--- config.mk ---
export PLATFORM = sky130hd
export DESIGN_NAME = alarm_irq_controller
export DESIGN_NICKNAME = d
export VERILOG_FILES = /design/src/rtl/alarm_irq_controller.sv
export SDC_FILE = /design/constraint.sdc
export NUM_CORES = 1
export LEC_CHECK = 0
export ABC_AREA = 1
export CAP_MARGIN = 20
export CORE_MARGIN = 4
export CORE_UTILIZATION = 39
export CTS_CLUSTER_SIZE = 40
export DETAILED_ROUTE_END_ITERATION = 16
export HOLD_SLACK_MARGIN = 0.03
export PLACE_DENSITY = 0.78
export SLEW_MARGIN = 20
export SYNTH_ARGS = -nofsm -noshare
export SYNTH_HDL_FRONTEND = slang
export SYNTH_SLANG_ARGS = --single-unit
export TNS_END_PERCENT = 10
--- constraint.sdc ---
create_clock -name clk_i -period 1.5 [get_ports clk_i]
set_clock_uncertainty 0.05 [all_clocks]
set_input_delay 0.225 -clock clk_i [delete_from_list [all_inputs] [get_ports clk_i]]
set_output_delay 0.225 -clock clk_i [all_outputs]
set_load 0.05 [all_outputs]
--- src/rtl/alarm_irq_controller.sv ---
// Alarm interrupt controller: sticky pending/overrun per channel, serviced lowest index first.
// Optional macro ALARM_IRQ_EDGE_DETECT_EN turns alarm levels into rising-edge events.
module alarm_irq_controller #(
  parameter int NB_CAPTURES = 10,
  parameter int ID_BITWIDTH = 4
) (
  input  logic                   clk_i,
  input  logic                   rst_i,
  input  logic [NB_CAPTURES-1:0] alarm_i,
  input  logic [NB_CAPTURES-1:0] irq_mask_i,
  input  logic                   irq_ack_i,
  input  logic [NB_CAPTURES-1:0] ovr_clear_i,
  output logic                   irq_o,
  output logic [ID_BITWIDTH-1:0] irq_id_o,
  output logic [NB_CAPTURES-1:0] pending_o,
  output logic [NB_CAPTURES-1:0] overrun_o
);

  localparam logic [1:0] IDLE   = 2'd0;
  localparam logic [1:0] ASSERT = 2'd1;
  localparam logic [1:0] GAP    = 2'd2;

  logic [1:0]             state;
  logic [NB_CAPTURES-1:0] ev;
  logic [NB_CAPTURES-1:0] ready;
  logic [NB_CAPTURES-1:0] serve_clr;
  logic [NB_CAPTURES-1:0] ovr_set;
  logic [ID_BITWIDTH-1:0] lowest_id;
  logic                   any_ready;

`ifdef ALARM_IRQ_EDGE_DETECT_EN
  logic [NB_CAPTURES-1:0] alarm_q;

  always_ff @(posedge clk_i) begin
    if (rst_i) alarm_q <= '0;
    else       alarm_q <= alarm_i;
  end

  assign ev = alarm_i & ~alarm_q;
`else
  assign ev = alarm_i;
`endif

  // Descending scan so the lowest eligible index is the one left standing.
  always_comb begin
    ready     = pending_o & irq_mask_i;
    any_ready = |ready;
    lowest_id = '0;
    for (int i = NB_CAPTURES - 1; i >= 0; i--) begin
      if (ready[i]) lowest_id = ID_BITWIDTH'(i);
    end
  end

  always_comb begin
    serve_clr = '0;
    if (state == ASSERT && irq_ack_i) begin
      for (int k = 0; k < NB_CAPTURES; k++) begin
        serve_clr[k] = (irq_id_o == ID_BITWIDTH'(k));
      end
    end
  end

  // A new event on the channel being acknowledged re-arms it without counting as overrun.
  assign ovr_set = ev & pending_o & ~serve_clr;

  always_ff @(posedge clk_i) begin
    if (rst_i) begin
      pending_o <= '0;
      overrun_o <= '0;
    end else begin
      pending_o <= (pending_o & ~serve_clr) | ev;
      overrun_o <= (overrun_o & ~ovr_clear_i) | ovr_set;
    end
  end

  always_ff @(posedge clk_i) begin
    if (rst_i) begin
      state    <= IDLE;
      irq_o    <= 1'b0;
      irq_id_o <= '0;
    end else begin
      case (state)
        IDLE: begin
          if (any_ready) begin
            state    <= ASSERT;
            irq_o    <= 1'b1;
            irq_id_o <= lowest_id;
          end
        end
        ASSERT: begin
          if (irq_ack_i) begin
            state    <= GAP;
            irq_o    <= 1'b0;
            irq_id_o <= '0;
          end
        end
        GAP: begin
          state    <= IDLE;
          irq_o    <= 1'b0;
          irq_id_o <= '0;
        end
        default: begin
          state    <= IDLE;
          irq_o    <= 1'b0;
          irq_id_o <= '0;
        end
      endcase
    end
  end

endmodule

==> results.toml, run 1 <==
[clock_network]
clock-root-buffer = "clkbuf_4"
cts_hold_buf = 0
post_cts_resize_count = 0
cts_tree = "yes"
cts_setup_buffers = 0
cts_buffers = 3
clk_pin_slew_ns = 0.15
cts.sinks = 26
clk_path_buf_depth = 2
clock_latency_ns = 0.33
htreeDepth = 1

[synth]
ys_warn_count = 0
yosysUniqueCellTypes = 19
synth_ff_type = "dfxtp_1"
ys_seq_elements = 26
syn_avg_cell_area_um2 = 7.105
seq_area_frac_synth_pct = 44.40
yosysTopAreaCell = "dfxtp_1"
synth_edf_count = 0
async_reset_ff_share_pct = 0
synthesis.area_um2 = 1172
synthCells = 165
synthTopCellsByArea = "dfxtp_1 (44%), nand2_1 (13%), a21oi_1 (9.0%), inv_1 (6.1%), nor2_1 (5.4%)"
synth_nets = 198
synth_top_area_share_pct = 44.40

[placed_design]
dp.cells = 259
dp_hpwl_um = 2835
io_buffers = 57
place_area_um2 = 2088
gp_congestion = 0.7771

[die]
die-area_um2 = 3947
fp.coreArea_um2 = 2805
start_util_pct = 41.79
dieHeight_um = 62.83
die_w_um = 62.83
ioPinCount = 58
row_count = 19

[global_routing]
grt_max_degree = 27
grt_pass1_wl_um = 5699
grt_use_total_pct = 17.72
antenna_found_initial = 0
overflow = 0
grtUsageMet3_pct = 3.957
grt_use_met2_pct = 33.56
use_met1_pct = 19.36
grt_pass1_vias = 1335
grt.busiest_layer = "met2"

[final_layout]
final_common_cell = "nand2_1"
antenna_cells = 0
seqCellArea_um2 = 521.8
drive_gt1_share_pct = 24.57
fill_cells = 209
mostFrequentLayoutCells = "nand2_1 (42), clkdlybuf4s50_1 (32), dfxtp_1 (25), buf_12 (25), a21oi_1 (21)"
syn2layout_area_growth_pct = 81.22
fin_area_um2 = 2125
final_cells = 263
multi_input_area_um2 = 560.5
nets = 266

[sta]
period_share_pct = 91.94
slew_viol_final = 0
worstMarginPinSlew_ns = 0.3822
slew_headroom_pct = 74.48
rsz0062_at_grt = "no"
finalHoldViolations = 0
finalSetupViolations = 0
min_period_ns = 1.379
fmax_ghz = 0.7251

[worst_setup_path]
rr_endpoint = "pending_o[4]"
crit_buf_inv = 1
critical_path.endpoint = "irq_id_o[1]"
critPathRequiredTime_ns = 1.22
r2r_slack_ns = 0.15
max_stage_delay_ns = 0.58
path_max_fanout = 8
cpLargestDelayFamily = "flip-flops"
startpoint_type = "flip-flop"
crit_chain = "buf_12"
path_depth = 1
r2r_cells = 7
r2r-start = "state[0]"
critPathLaunch = "irq_id_o[1]"
setup.worst_path.end_class = "primary output"
cp.arrival_ns = 1.10
path_class = "reg -> out"
cp_slowest_cell = "dfxtp_1"

[power]
p_leak_nw = 0.9350
max-vdd-ir-drop_mv = 0.4980
powerDensity_nw_per_um2 = 860.8

[routing]
vias = 1300
drtPass1Iterations = 4
drc_errors = 0
via_per_inst = 4.943
wl_um = 3367
ant_nets = 0
wl_per_cell_um = 12.80
drt_iter0_drc = 54

[run_status]
status = "complete, no violations"

[worst_hold_path]
hp-class = "in -> reg"
min_from = "alarm_i[0]"

[job]
cap_violations = 0
==> synth_stat cells, types with 2 or more instances <==
library cell / instances
nor2_1: 17
nand2_1: 42
clkbuf_1: 2
a21oi_2: 4
nand2_2: 8
nor2_2: 2
a21oi_1: 21
inv_1: 19
nand4_1: 4
nand3_1: 12
dfxtp_1: 26
==> worst min-delay path by stage <==
stage	endpoint	slack [ns]	cells after the start
after floorplan	pending_o[0]	0.29	2
after global placement	overrun_o[6]	0.40	2
after detailed placement	overrun_o[6]	0.43	2
after CTS	overrun_o[0]	0.44	3
after global routing	overrun_o[9]	0.42	3
final	overrun_o[0]	0.43	3
==> per-layer routing <==
layer | up-vias | wire length, um
met3 | 5 | 189
met1 | 587 | 1305
met5 | - | 0
li1 | 663 | -
met4 | 0 | 36
met2 | 45 | 1835
==> sequential cells by signal (all words and copies together) (netlist names) <==
| name | flops |
|---|---|
| pending_o | 10 |
| irq_id_o | 4 |
| overrun_o | 10 |
| state | 2 |
==> power by group <==
group | internal [mW] | switching [mW]
Combinational | 0.329 | 0.328
Clock | 0.149 | 0.217
Sequential | 0.739 | 0.0673
==> per-stage QoR <==
stage / TNS, ns / setup slack [ns] / hold WS (ns) / utilization [%] / power [mW]
detailed placement: -1.539 / -0.1564 / 0.4341 / 74.44 / 1.481
floorplan: -0.05297 / -0.02075 / 0.2924 / - / 1.114
finish: 0 / 0.1209 / 0.4333 / 75.74 / 1.829
CTS: 0 / 0.1249 / 0.4381 / 75.74 / 1.836
global placement: -0.5376 / -0.09920 / 0.4032 / 74.44 / 1.463
global route: 0 / 0.01484 / 0.4218 / 75.74 / 1.914
==> worst min-delay path, delay by kind of cell <==
kind | cells | cell delay, ns
AO/OA/AOI/OAI | 1 | 0.05
buffers and inverters | 1 | 0.42
AND/OR/NAND/NOR | 1 | 0.09
==> logic make-up after synthesis <==
| logic type | share of synthesized area, % |
|---|---|
| and+or+nand+nor | 35.33 |
| DFF | 44.40 |
| AOI/OAI and AO/OA | 12.49 |
| buffers and inverters | 7.790 |
==> area by class of cell <==
class	count	area share (%)
Inverter	21	3.710
Sequential cell	26	24.56
Tap cell	31	1.826
Timing Repair Buffer	66	41.81
Multi-Input combinational cell	115	26.38
Clock buffer	4	1.708
(Power assumes the default switching activity.)
==> run 2: changes to the inputs <==
- CORE_UTILIZATION: 39 -> 36
- PLACE_DENSITY: 0.78 -> 0.76
- clock period: 1.5 -> 1.21 ns (I/O delays scaled with it)
==> run 2 against run 1 <==
Net effect: wire length grew 6.6%; cell count increased by 11%; first-iteration DRC count is 20% lower; via count grew 7.8%; global-route usage decreased by 0.83 points; clock power is 20% higher; critical path depth rose by 9; core utilization is 3.5 points higher; die area grew 7.3%; the flow now finishes with violations (negative setup slack).
==> results.toml, run 2 (synthesized netlist as in run 1, its figures left out) <==
[power]
finalPower_mw = 2.406
internal-power_mw = 1.612
p_leak_nw = 1.048
power_frac_seq_pct = 40.7
switchingPower_mw = 0.7936
max-vdd-ir-drop_mv = 0.5932
combPwrFrac_pct = 41.1
p_sw_share_pct = 32.99
powerDensity_nw_per_um2 = 986.0
power_frac_clock_pct = 18.2

[job]
cap_violations = 0

[final_layout]
antenna_cells = 0
drive_gt1_share_pct = 43.78
syn2layout_area_growth_pct = 108.1
mostFrequentLayoutCells = "nand2_1 (33), clkdlybuf4s50_1 (32), buf_12 (27)"
nets = 283
final_common_cell = "nand2_1"
reg.largest.list = "overrun_o x10, pending_o x10, irq_id_o x4"
fill_cells = 221
fin_area_um2 = 2440

[routing]
ant_nets = 0
via_per_inst = 4.785
drt_iter0_drc = 43
vias = 1402
drc_errors = 0
wl_per_cell_um = 12.25
wl_um = 3590
drtPass1Iterations = 4

[worst_setup_path]
r2r-start = "pending_o[7]"
critPathRequiredTime_ns = 1.42
crit_buf_inv = 1
critPathLaunch = "pending_o[7]"
cp_slowest_cell = "dfxtp_2"
path_class = "reg -> reg"
max_stage_delay_ns = 0.37
cpLargestDelayFamily = "simple AND/OR/NAND/NOR gates"
path_max_fanout = 2
crit_top_cell = "nand2_2"
crit_chain = "nand2_2 -> nand2_2 -> nor2_4 -> inv_2 -> nor2_2 -> nand2_2 -> nand2_2 -> nor2_1 -> nand2_1 -> a21oi_2"
startpoint_type = "flip-flop"
r2r_cells = 10
setup.worst_path.end_class = "flip-flop"
cp.arrival_ns = 1.44
path_depth = 10

[sta]
rsz0062_at_grt = "yes"
slew_headroom_pct = 86.89
finalSetupViolations = 3
min_period_ns = 1.224
finalHoldViolations = 0
slew_viol_final = 0
fmax_ghz = 0.8171
period_share_pct = 101.1
worstMarginPinSlew_ns = 0.1965
fin_ws_ns = -0.01377

[placed_design]
place_area_um2 = 2221
dp_hpwl_um = 2673
gp_congestion = 0.8336
io_buffers = 57

[global_routing]
overflow = 0
grt_pass1_vias = 1319
grt_use_total_pct = 16.90
grt_max_degree = 27
antenna_found_initial = 0
grt_pass1_wl_um = 5658

[clock_network]
cts_tree = "yes"
htreeDepth = 1
cts.sinks = 26
clock-root-buffer = "clkbuf_4"
clk_path_buf_depth = 2
cts_buffers = 3
clk_pin_slew_ns = 0.14
clock_latency_ns = 0.32
cts_hold_buf = 0

[worst_hold_path]
hp-class = "in -> reg"
min_from = "alarm_i[6]"
hold-path-cell-count = 3

[die]
die_w_um = 65.07
fp.coreArea_um2 = 3078
row_count = 20
die-area_um2 = 4233
dieHeight_um = 65.07
start_util_pct = 38.09
ioPinCount = 58

[run_status]
status = "finished with violations"
violations = "negative setup slack"
[run 2: changes by cell type in the layout (fill, tap and decap cells not counted), moves of 3 or more]
cell     before  now
dfxtp_1      25   10
buf_6         0   12
dfxtp_2       1   10
nand2_1      42   33
nand2_2       8   17
dfxtp_4       0    6
a21oi_1      21   18
a21oi_2       4    7
buf_4         9   12
inv_1        19   16
inv_2         1    4
nor2_1       17   14
[run 2: tightest hold or removal path, delay by kind of cell]
kind	cells	cell delay (ns)
buf+inv	1	0.42
simple gates	1	0.08
compound gates	1	0.05
[run 2: through the flow]
step / setup slack, ns / utilization (%) / setup TNS [ns] / hold slack [ns] / cells
floorplan: -0.08296 / - / -0.7484 / 0.2476 / 165
global placement: -0.2804 / 72.15 / -5.570 / 0.4388 / 283
detailed placement: -0.3430 / 72.15 / -6.940 / 0.4442 / 283
CTS: -0.01406 / 75.41 / -0.03670 / 0.3866 / 289
global route: -0.1132 / 79.27 / -0.8212 / 0.3800 / 293
finish: -0.01377 / 79.27 / -0.02217 / 0.3950 / 293
[run 2: power groups by stage]
| stage | Combinational (mW) | Clock, mW | Sequential, mW |
|---|---|---|---|
| CTS | 0.927 | 0.454 | 0.973 |
| global route | 1.05 | 0.484 | 0.988 |
| detailed placement | 0.885 | 0 | 0.995 |
| floorplan | 0.205 | 0 | 1.18 |
| finish | 0.989 | 0.439 | 0.978 |
| global placement | 0.874 | 0 | 0.991 |
[run 2: worst paths after layout]
kind,to,slack (ns)
max,irq_id_o[0],-0.01
min,overrun_o[6],0.40
max reg2reg,irq_id_o[0],-0.01
min reg2reg,overrun_o[0],0.46
[run 2: area by class of cell]
class | instances | area, um^2 | share of cell area, %
repair buffers | 83 | 1086 | 44.51
multi-input cells | 115 | 625.6 | 25.64
flip-flops and latches | 26 | 555.5 | 22.77
inverters | 21 | 81.33 | 3.333
well taps | 44 | 55.05 | 2.256
clock buffers | 4 | 36.28 | 1.487
[run 2: repair_timing]
action / CTS / global route
pin swaps: 1 / 9
gates resized for setup: 10 / 31
setup buffers: 2 / 4
setup endpoints to repair: 12 / 34
[run 2: per-layer routing]
metal	track usage (%)	part of all wire [%]	wire [um]
met4	6.218	1.9	69
met2	29.50	51	1844
met1	19.89	38	1370
met3	4.159	8.5	305
met5	0	0	0
